--- src/rtl/alu_seq_ctrl_if.sv ---
// Command and result handshakes between a command source and alu_seq_ctrl.
// The controller takes the slave side; the command source takes the master side.
interface alu_seq_ctrl_if #(
  parameter int WIDTH = 8,
  parameter int OPW   = 3
);
  logic             cmd_valid;
  logic             cmd_ready;
  logic [OPW-1:0]   cmd_sel;
  logic [WIDTH-1:0] cmd_A;
  logic [WIDTH-1:0] cmd_B;
  logic             cmd_acc;

  logic             res_valid;
  logic             res_ready;
  logic [WIDTH-1:0] res_R;
  logic [3:0]       res_flags;

  modport master (
    output cmd_valid, cmd_sel, cmd_A, cmd_B, cmd_acc, res_ready,
    input  cmd_ready, res_valid, res_R, res_flags
  );

  modport slave (
    input  cmd_valid, cmd_sel, cmd_A, cmd_B, cmd_acc, res_ready,
    output cmd_ready, res_valid, res_R, res_flags
  );
endinterface

--- src/rtl/alu_seq_ctrl.sv ---
// Sequential front-end for the 8-bit combinational ALU: registers operands,
// captures result/flags one cycle later, keeps accumulator, sticky status and op count.
module alu_seq_ctrl #(
  parameter int WIDTH = 8,
  parameter int OPW   = 3,
  parameter int CNTW  = 16
) (
  input  logic             clk,
  input  logic             rst,
  alu_seq_ctrl_if.slave    bus,
  output logic [WIDTH-1:0] alu_A,
  output logic [WIDTH-1:0] alu_B,
  output logic [OPW-1:0]   alu_sel,
  input  logic [WIDTH-1:0] alu_R,
  input  logic             alu_C,
  input  logic             alu_Z,
  input  logic             alu_V,
  input  logic             alu_N,
  output logic [WIDTH-1:0] acc,
  output logic             stat_C,
  output logic             stat_V,
  input  logic             stat_clr,
  output logic [CNTW-1:0]  op_count
);

  typedef enum logic [1:0] {IDLE, EXEC, HOLD} state_t;

  state_t     state_reg, state_next;
  logic       accept;
  logic       capture;
  logic [1:0] sticky_reg;
  logic [1:0] sticky_next;
  logic [1:0] sticky_in;

  always_comb begin
    state_next    = state_reg;
    bus.cmd_ready = 1'b0;
    bus.res_valid = 1'b0;
    capture       = 1'b0;
    case (state_reg)
      IDLE: begin
        bus.cmd_ready = ~rst;
        if (bus.cmd_valid) state_next = EXEC;
      end
      EXEC: begin
        capture    = 1'b1;
        state_next = HOLD;
      end
      HOLD: begin
        bus.res_valid = 1'b1;
        // Consumer taking the result frees the slot for a same-cycle command.
        bus.cmd_ready = bus.res_ready;
        if (bus.res_ready) state_next = bus.cmd_valid ? EXEC : IDLE;
      end
      default: state_next = IDLE;
    endcase
  end

  assign accept = bus.cmd_valid & bus.cmd_ready;

  always_ff @(posedge clk or posedge rst) begin
    if (rst) begin
      state_reg     <= IDLE;
      alu_A         <= '0;
      alu_B         <= '0;
      alu_sel       <= '0;
      bus.res_R     <= '0;
      bus.res_flags <= '0;
      acc           <= '0;
      op_count      <= '0;
    end else begin
      state_reg <= state_next;
      if (accept) begin
        alu_A   <= bus.cmd_acc ? acc : bus.cmd_A;
        alu_B   <= bus.cmd_B;
        alu_sel <= bus.cmd_sel;
      end
      if (capture) begin
        bus.res_R     <= alu_R;
        bus.res_flags <= {alu_C, alu_Z, alu_V, alu_N};
        acc           <= alu_R;
        op_count      <= op_count + CNTW'(1);
      end
    end
  end

  // Sticky bit 0 = carry, bit 1 = overflow; a capture coinciding with a clear keeps the new flag.
  assign sticky_in = {alu_V, alu_C};

  generate
    for (genvar gi = 0; gi < 2; gi++) begin : g_sticky
      assign sticky_next[gi] = capture  ? (stat_clr ? sticky_in[gi] : (sticky_reg[gi] | sticky_in[gi])) :
                               stat_clr ? 1'b0 : sticky_reg[gi];
    end
  endgenerate

  always_ff @(posedge clk or posedge rst) begin
    if (rst) sticky_reg <= '0;
    else     sticky_reg <= sticky_next;
  end

  assign stat_C = sticky_reg[0];
  assign stat_V = sticky_reg[1];

endmodule

--- src/flat_wrapper.sv ---
// flat-port wrapper written by rule: the top's interface ports become plain ports
module alu_seq_ctrl_flat 
#(
  parameter int WIDTH = 8,
  parameter int OPW   = 3,
  parameter int CNTW  = 16
)
  (clk, rst, alu_A, alu_B, alu_sel, alu_R, alu_C, alu_Z, alu_V, alu_N, acc, stat_C, stat_V, stat_clr, op_count, bus_cmd_valid, bus_cmd_sel, bus_cmd_A, bus_cmd_B, bus_cmd_acc, bus_res_ready, bus_cmd_ready, bus_res_valid, bus_res_R, bus_res_flags);
  alu_seq_ctrl_if #(.WIDTH(WIDTH), .OPW(OPW)) bus_i ();
  input  logic clk;
  input  logic rst;
  output logic [WIDTH-1:0] alu_A;
  output logic [WIDTH-1:0] alu_B;
  output logic [OPW-1:0] alu_sel;
  input  logic [WIDTH-1:0] alu_R;
  input  logic alu_C;
  input  logic alu_Z;
  input  logic alu_V;
  input  logic alu_N;
  output logic [WIDTH-1:0] acc;
  output logic stat_C;
  output logic stat_V;
  input  logic stat_clr;
  output logic [CNTW-1:0] op_count;
  input wire logic [$bits(bus_i.cmd_valid)-1:0] bus_cmd_valid;
  input wire logic [$bits(bus_i.cmd_sel)-1:0] bus_cmd_sel;
  input wire logic [$bits(bus_i.cmd_A)-1:0] bus_cmd_A;
  input wire logic [$bits(bus_i.cmd_B)-1:0] bus_cmd_B;
  input wire logic [$bits(bus_i.cmd_acc)-1:0] bus_cmd_acc;
  input wire logic [$bits(bus_i.res_ready)-1:0] bus_res_ready;
  output wire logic [$bits(bus_i.cmd_ready)-1:0] bus_cmd_ready;
  output wire logic [$bits(bus_i.res_valid)-1:0] bus_res_valid;
  output wire logic [$bits(bus_i.res_R)-1:0] bus_res_R;
  output wire logic [$bits(bus_i.res_flags)-1:0] bus_res_flags;
  assign bus_i.cmd_valid = bus_cmd_valid;
  assign bus_i.cmd_sel = bus_cmd_sel;
  assign bus_i.cmd_A = bus_cmd_A;
  assign bus_i.cmd_B = bus_cmd_B;
  assign bus_i.cmd_acc = bus_cmd_acc;
  assign bus_i.res_ready = bus_res_ready;
  assign bus_cmd_ready = bus_i.cmd_ready;
  assign bus_res_valid = bus_i.res_valid;
  assign bus_res_R = bus_i.res_R;
  assign bus_res_flags = bus_i.res_flags;
  alu_seq_ctrl #(.WIDTH(WIDTH), .OPW(OPW), .CNTW(CNTW)) u_core (.clk(clk), .rst(rst), .bus(bus_i), .alu_A(alu_A), .alu_B(alu_B), .alu_sel(alu_sel), .alu_R(alu_R), .alu_C(alu_C), .alu_Z(alu_Z), .alu_V(alu_V), .alu_N(alu_N), .acc(acc), .stat_C(stat_C), .stat_V(stat_V), .stat_clr(stat_clr), .op_count(op_count));
endmodule
--- config.mk ---
export PLATFORM = sky130hd
export DESIGN_NAME = alu_seq_ctrl_flat
export DESIGN_NICKNAME = d
export VERILOG_FILES = /design/src/rtl/alu_seq_ctrl_if.sv /design/src/rtl/alu_seq_ctrl.sv /design/src/flat_wrapper.sv
export SDC_FILE = /design/constraint.sdc
export NUM_CORES = 1
export LEC_CHECK = 0
export ABC_AREA = 1
export CORE_MARGIN = 2
export CORE_UTILIZATION = 45
export CTS_BUF_LIST = sky130_fd_sc_hd__clkbuf_4
export DETAILED_ROUTE_END_ITERATION = 8
export PLACE_DENSITY = 0.83
export SYNTH_ARGS = -nofsm -noshare
export SYNTH_HDL_FRONTEND = slang
export SYNTH_SLANG_ARGS = --single-unit
--- constraint.sdc ---
create_clock -name clk -period 1.9 [get_ports clk]
set_input_delay 0.57 -clock clk [delete_from_list [all_inputs] [get_ports clk]]
set_output_delay 0.57 -clock clk [all_outputs]
set_load 0.03 [all_outputs]
; ---- After elaboration in Yosys (flattened, before gate mapping)
; Cells that the tools add are included.
[totals]
reg_bits = 51
inputBits = 37
out_inout_bits = 59
elab_cells = 33
[op_classes]
add_sub_neg = 1
n_eq_ne = 4
muxes = 13
bitwise = 4
reduce_logical = 3
[op_table]
columns = operator, count
row1 = $add 16x1->16 const B, 1
row2 = $mux 1, 8
row3 = $mux 8, 1
row4 = $pmux 2 s3, 1
row5 = $mux 2, 2
row6 = $ne 2x2->1 const B, 2
row7 = $eq 2x1->1 const B, 1
row8 = $eq 2x2->1 const B, 1
row9 = $logic_not 2->1, 1
row10 = $or 1x1->1, 2
row11 = $pmux 1 s2, 1
row12 = $reduce_and 2->1, 1
row13 = $reduce_bool 2->1, 1
row14 = $and 1x1->1, 1
row15 = $not 1->1, 1

; ---- Longest topological paths before layout
; Gate-level depths: netlist (run 1).
[depth]
depth_word = 3
mapped_depth = 8
ltp_nobuf = 8

; ---- Least setup slack after synthesis (run 1)
; OpenSTA, ideal clock, no wires.
[synth_path]
path_kind = input-to-output
startpoint = in bus_res_ready
endpoint = out bus_cmd_ready
arrival_ns = 1.107
required_ns = 1.330
setup_slack_ns = 0.223
stages = 5
n_path_buf = 1
path_cell_list = inv_1 -> nand2_1 -> nand2_1 -> a21oi_4 -> buf_4
[synth_via]
elab_chain_cells = 1
[synth_rtl]
columns = element, line_no
row1 = start: declaration, flat_wrapper.sv:30  ; input wire logic [$bits(bus_i.res_ready)-1:0] bus_res_ready;
row2 = $pmux 1 s2, alu_seq_ctrl.sv:40  ; case (state_reg)
row3 = end: declaration, flat_wrapper.sv:31  ; output wire logic [$bits(bus_i.cmd_ready)-1:0] bus_cmd_ready;
; Every way passes these cells.

; ---- Final worst setup path (run 1)
[layout_path]
startpoint = reg u_core.state_reg[1]
endpoint = out bus_cmd_ready
[layout_via]
elab_chain_cells = 2
word_cells_on_any_way = 3
cone_classes = 1 x eq/ne / 1 x mux / 1 x reduce/logical
[layout_rtl]
columns = element, line_no
row1 = start: declaration, alu_seq_ctrl.sv:28  ; state_t state_reg, state_next;
row2 = start signal: assignment, alu_seq_ctrl.sv:72  ; state_reg <= state_next;
row3 = $eq 2x2->1 / $logic_not 2->1 (equally long branches), alu_seq_ctrl.sv:40
row4 = $pmux 1 s2 (*), alu_seq_ctrl.sv:40
; Mark *: on every way between the ends. The rest lies on a longest branch, timed or not.

==> results of run 1 <==
[power by group through the flow]
stage | registers, mW | clock network [mW] | logic (mW)
after floorplan | 2.22 | 0 | 0.712
after global placement | 1.64 | 0 | 2.15
after detailed placement | 1.65 | 0 | 2.19
after CTS | 1.62 | 0.493 | 1.94
after global routing | 1.67 | 0.533 | 2.06
final | 1.62 | 0.473 | 1.91
[layout make-up]
class                   count  area (µm²)  share of cell area
flip-flops and latches     51        1280               0.374
repair buffers            105         962               0.282
multi-input cells         197         927               0.272
inverters                  29         109              0.0319
well taps                  70        87.6              0.0257
clock buffers               5        37.5              0.0110
clock inverters             3        15.0             0.00440
[per-layer routing]
layer  track usage  vias to the layer above  part of all wire
li1              -                     1091                 -
met1         0.272                     1002              0.43
met2         0.366                       59              0.52
met3        0.0314                        4             0.049
met4        0.0589                        0            0.0078
met5             0                        -                 0
[cell usage in the layout, fill, tap and decap left out, types with 2 or more instances in the layout]
cell type / synthesis / layout
nand2_2: 4 / 6
nor2_1: 13 / 13
xnor2_1: 2 / 2
clkdlybuf4s50_1: 0 / 34
nand3_1: 25 / 25
clkinv_1: 0 / 2
dlygate4sd2_1: 0 / 58
xor2_1: 5 / 5
buf_4: 10 / 9
nand4_1: 3 / 3
o21ai_0: 13 / 13
nand2_1: 116 / 114
nand3b_1: 2 / 2
clkbuf_4: 0 / 5
dfrtp_1: 51 / 51
nor2_4: 4 / 4
o22ai_1: 2 / 2
inv_2: 3 / 4
nor2_2: 3 / 3
inv_1: 26 / 25
[worst min-delay path, delay by kind of cell (launching register included)]
kind,cells,cell delay (ns)
flops,1,0.36
simple gates,2,0.09
[per-stage QoR]
stage | hold slack (ns) | TNS [ns]
finish | 0.479 | 0
global route | 0.513 | 0
CTS | 0.486 | 0
detailed placement | 0.458 | -3.65
global placement | 0.452 | -3.62
floorplan | 0.516 | 0
[how the worst min path moves through the flow]
| stage | slack, ns | start | cells after the start | endpoint |
|---|---|---|---|---|
| 2_1_floorplan | 0.52 | u_core.state_reg[0] | 1 | u_core.state_reg[1] |
| 3_3_place_gp | 0.45 | u_core.alu_B[0] | 2 | u_core.alu_B[0] |
| 3_5_place_dp | 0.46 | u_core.alu_B[4] | 2 | u_core.alu_B[4] |
| 4_1_cts | 0.49 | u_core.alu_B[4] | 2 | u_core.alu_B[4] |
| 5_1_grt | 0.51 | u_core.alu_A[5] | 2 | u_core.alu_A[5] |
| 6_report | 0.48 | u_core.alu_B[4] | 2 | u_core.alu_B[4] |
[cell families (layout without fill, tap and decap cells)]
family	Yosys count	after routing	share of synthesized area
simple gates	172	172	0.310
flops	51	51	0.527
buf+inv	46	142	0.0915
compound gates	17	17	0.0408
xor+xnor	7	7	0.0253
fa+ha+maj	1	1	0.00517
[repair_timing]
action                     in CTS  in global routing
setup endpoints to repair      59                  3
pin swaps                       2                  0
resized for setup              63                  3
hold buffers                    0                  0
==> out/metrics.cfg, run 1 <==
[status]
status = complete, no violations

[synth]
synth-edff-count = 0
synthTopCellsByCount = nand2_1 (116), dfrtp_1 (51), inv_1 (26)
async_flop_share = 1.00
ys_types = 24
yosys.cell_count.top_type = nand2_1
synth_top_flop_cell = dfrtp_1
syn_inst = 294
yosys.area.top_type_share = 0.527
syn-num-nets = 332
synth_area_leaders = dfrtp_1 (53%), nand2_1 (18%), nand3_1 (5.2%)
synth_area_per_cell_um2 = 8.23
yosysTopAreaCell = dfrtp_1
seq_area_frac_synth = 0.527
ys_seq_elements = 51
yosys_warnings = 0
synthesis.area_mm2 = 0.00242

[global_route]
grt_pass1_vias = 2174
antenna_found_initial = 0
grt_max_degree = 39
grt_usage = 0.210
overflow = 0
grt_first_pass_wirelength_mm = 10.2

[critical_path]
max_stage_delay_ns = 0.43
worst_r2r_endpoint = u_core.alu_A[0]
arrival_ns = 1.26
crit_end = bus_cmd_ready
setup.worst_path.start = u_core.state_reg[1]
path_depth = 4
path_buf_inv = 1
r2r_cells = 7
cp_max_fo = 2
regToRegSetupSlack_ns = 0.44
crit_chain = nand2_2, nand2_2, a21oi_4, buf_6
crit_top_cell = nand2_2
cp-start-kind = flip-flop
timing.rr.start = u_core.state_reg[1]
critPathKind = flip-flop to output pin
cp_top_family = flip-flops
crit_slowest_cell = dfrtp_1
end_kind = output pin
cp.required_ns = 1.33

[layout]
final_nets = 427
antennaDiodeCount = 0
final_area_mm2 = 0.00341
largest_reg_flops = 16
layout-drive-gt1-share = 0.0949
fillers = 497
syn_to_final_growth_pct = 41.1
fin_util = 0.664
final_cells = 460
top_register = u_core.op_count

[sta]
period_share = 0.962
worst_pin_slew_ns = 0.413
max_slew_margin = 0.723
setup_ws_ns = 0.0725
max_freq_mhz = 547
period_minus_slack_ns = 1.83
clock_skew_ns = 0.0123
finalSetupViolCount = 0
rsz0062_at_grt = false
hold_violations = 0
slew_violations = 0

[drt]
drc_errors = 0
routedWlPerCell_um = 12.6
drt-total-wl_mm = 5.79
final_antenna_net_count = 0
first_pass_iters = 4
via_per_inst = 4.69
drt_iter0_drc = 97
via_count = 2156

[floorplanning]
start_util = 0.471
dieArea_mm2 = 0.00598
ios = 96
die_w_um = 77.3
rows = 26
core_area_mm2 = 0.00514
die_h_um = 77.3

[power_and_ir_drop]
ir_drop_v = 0.000721
power_mw = 4.01
seqPwrFrac = 0.405
pwr_density_cell_mw_per_mm2 = 1170
clkPwrFrac = 0.118
switchingPower_mw = 1.85
p_leak_nw = 1.83
power_frac_comb = 0.477
swShare = 0.462
p_int_mw = 2.15

[place]
dpl_cell_area_mm2 = 0.00344
routabilityCongestion = 0.810
dp_slack_ns = -0.212
port_buffers = 95
hpwlAfterDp_mm = 4.47
placed_cells = 453

[cts]
cts_setup_buffers = 0
cts_htree_levels = 2
cts_buffer_depth = 2
root_buffer = clkbuf_4
cts_tree = done
cts_num_sinks = 51
clock_latency_ns = 0.36
cts.clk_slew.worst_paths_ns = 0.15
numCtsBuffers = 5

[run]
cap_violations = 0

[worst_hold_path]
hold_path.class = flip-flop to flip-flop

(Power assumes the default switching activity.)
==> inputs of run 2 (changes only) <==
==> constraint.sdc (replaced) <==
create_clock -name clk -period 2 [get_ports clk]
set_input_delay 0.6 -clock clk [delete_from_list [all_inputs] [get_ports clk]]
set_output_delay 0.6 -clock clk [all_outputs]
set_load 0.03 [all_outputs]
==> run 2 against run 1 <==
Compared with the run above:
- clock skew about the same
- power shrank 2.4%
- register-to-register slack gained 0.02 ns
- core utilization fell by 0.15 points
- hold slack worse by 0.017 ns
- via count up 0.46%
- final area fell by 0.22%
- combinational power decreased by 5%
- die area unchanged
==> out/metrics.cfg, run 2 (synthesis gave the netlist of run 1 again) <==
[status]
status = complete, no violations

[power_and_ir_drop]
p_int_mw = 2.17
power_frac_comb = 0.463
p_leak_nw = 1.84
switchingPower_mw = 1.74
ir_drop_v = 0.000852
pwr_density_cell_mw_per_mm2 = 1150
power_mw = 3.91
clkPwrFrac = 0.146
swShare = 0.445
seqPwrFrac = 0.392

[sta]
worst_pin_slew_ns = 0.513
max_freq_mhz = 527
rsz0062_at_grt = false
period_minus_slack_ns = 1.90
finalSetupViolCount = 0
clock_skew_ns = 0.0128
slew_violations = 0
max_slew_margin = 0.656
setup_ws_ns = 0.103
hold_ws_ns = 0.463
hold_violations = 0
period_share = 0.949
setup_tns_ns = 0

[run]
cap_violations = 0

[place]
routabilityCongestion = 0.814
dp_slack_ns = -0.195
placed_cells = 449
dpl_cell_area_mm2 = 0.00340
port_buffers = 95
hpwlAfterDp_mm = 4.22

[global_route]
grt.met3_usage = 0.0360
grt_usage = 0.204
grt_pass1_vias = 2113
grt_first_pass_wirelength_mm = 9.83
grt_util_met2 = 0.352
gr-max-usage-layer = met2
overflow = 0
grt_use_met1 = 0.262
grt_max_degree = 29
antenna_found_initial = 0

[cts]
cts_num_sinks = 51
clock_latency_ns = 0.35
cts.clk_slew.worst_paths_ns = 0.15
root_buffer = clkbuf_4
numCtsBuffers = 5
holdBufCountCts = 0
cts_buffer_depth = 2
cts_tree = done
cts_htree_levels = 2

[critical_path]
worst_r2r_endpoint = u_core.alu_B[3]
r2r_cells = 8
timing.rr.start = u_core.state_reg[1]
max_stage_delay_ns = 0.19
cp_max_fo = 2
cp-start-kind = input port
cp_top_family = buffers and inverters
crit_slowest_cell = dlygate4sd2_1
path_buf_inv = 3
regToRegSetupSlack_ns = 0.46
critPathKind = input port to output pin
crit_chain = dlygate4sd2_1, inv_1, nand2_1, nand2_2, a21oi_4, buf_6
cp.required_ns = 1.40
arrival_ns = 1.30
end_kind = output pin

[layout]
antennaDiodeCount = 0
top_register = u_core.op_count
largest_reg_flops = 16
final_cells = 458
final_common_cell = nand2_1
layout-drive-gt1-share = 0.0902
final_area_mm2 = 0.00341
layout_common_cells = nand2_1 (115), dlygate4sd2_1 (59), dfrtp_1 (51)
fillers = 494
final_nets = 425
syn_to_final_growth_pct = 40.8
fin_util = 0.663

[drt]
drc_errors = 0
drt_iter0_drc = 83
routedWlPerCell_um = 12.4
final_antenna_net_count = 0
via_count = 2166
via_per_inst = 4.73
drt-total-wl_mm = 5.68
first_pass_iters = 4

[floorplanning]
start_util = 0.471
core_area_mm2 = 0.00514
rows = 26
dieArea_mm2 = 0.00598
die_h_um = 77.3
die_w_um = 77.3
ios = 96

[worst_hold_path]
hold_path.class = input port to asynchronous set/reset pin

==> run 2: worst reg2reg max path, stage by stage, from the launching register on <==
cell and delay [ns]:
dfrtp_1 0.41, nand2_1 0.10, nand2_2 0.08, a21oi_4 0.16, buf_4 0.13, buf_4 0.23, nand2_4 0.19, nand2_1 0.10
nand2_1 0.05
==> run 2: cell type report <==
cell class                      instances  area, µm²  area share
Clock buffer                            5       37.5      0.0110
Inverter                               29        109      0.0319
Tap cell                               70       87.6      0.0257
Timing Repair Buffer                  103        933       0.274
Multi-Input combinational cell        197        925       0.271
Clock inverter                          3       38.8      0.0114
Sequential cell                        51       1280       0.375
==> run 2: timing repair <==
item | 4_1_cts | 5_1_grt
pin swaps | 2 | 0
setup buffers | 1 | 0
endpoints found under the setup margin | 59 | 1
gates cloned | 0 | 0
resized for setup | 62 | 2
==> run 2: worst max-delay path by stage <==
stage,startpoint,to,slack (ns),depth (start not counted)
after global routing,bus_res_ready,bus_cmd_ready,0.03,6
after CTS,u_core.state_reg[0],bus_res_valid,0.04,2
after detailed placement,bus_res_ready,bus_cmd_ready,-0.19,6
after global placement,bus_res_ready,bus_cmd_ready,-0.20,6
final,bus_res_ready,bus_cmd_ready,0.10,6
after floorplan,rst,u_core.alu_A[0],0.17,1
==> run 2: power groups by stage <==
stage	Combinational, mW	Sequential, mW	Clock [mW]
CTS	1.83	1.53	0.593
floorplan	0.677	2.11	0
finish	1.81	1.53	0.570
global placement	2.03	1.56	0
detailed placement	2.06	1.57	0
global route	1.95	1.58	0.635
==> run 2: routing by layer <==
| layer | vias up | routed length [µm] |
|---|---|---|
| li1 | 1088 | - |
| met1 | 1014 | 2470 |
| met2 | 62 | 2870 |
| met3 | 2 | 309 |
| met4 | 0 | 38 |
| met5 | - | 0 |
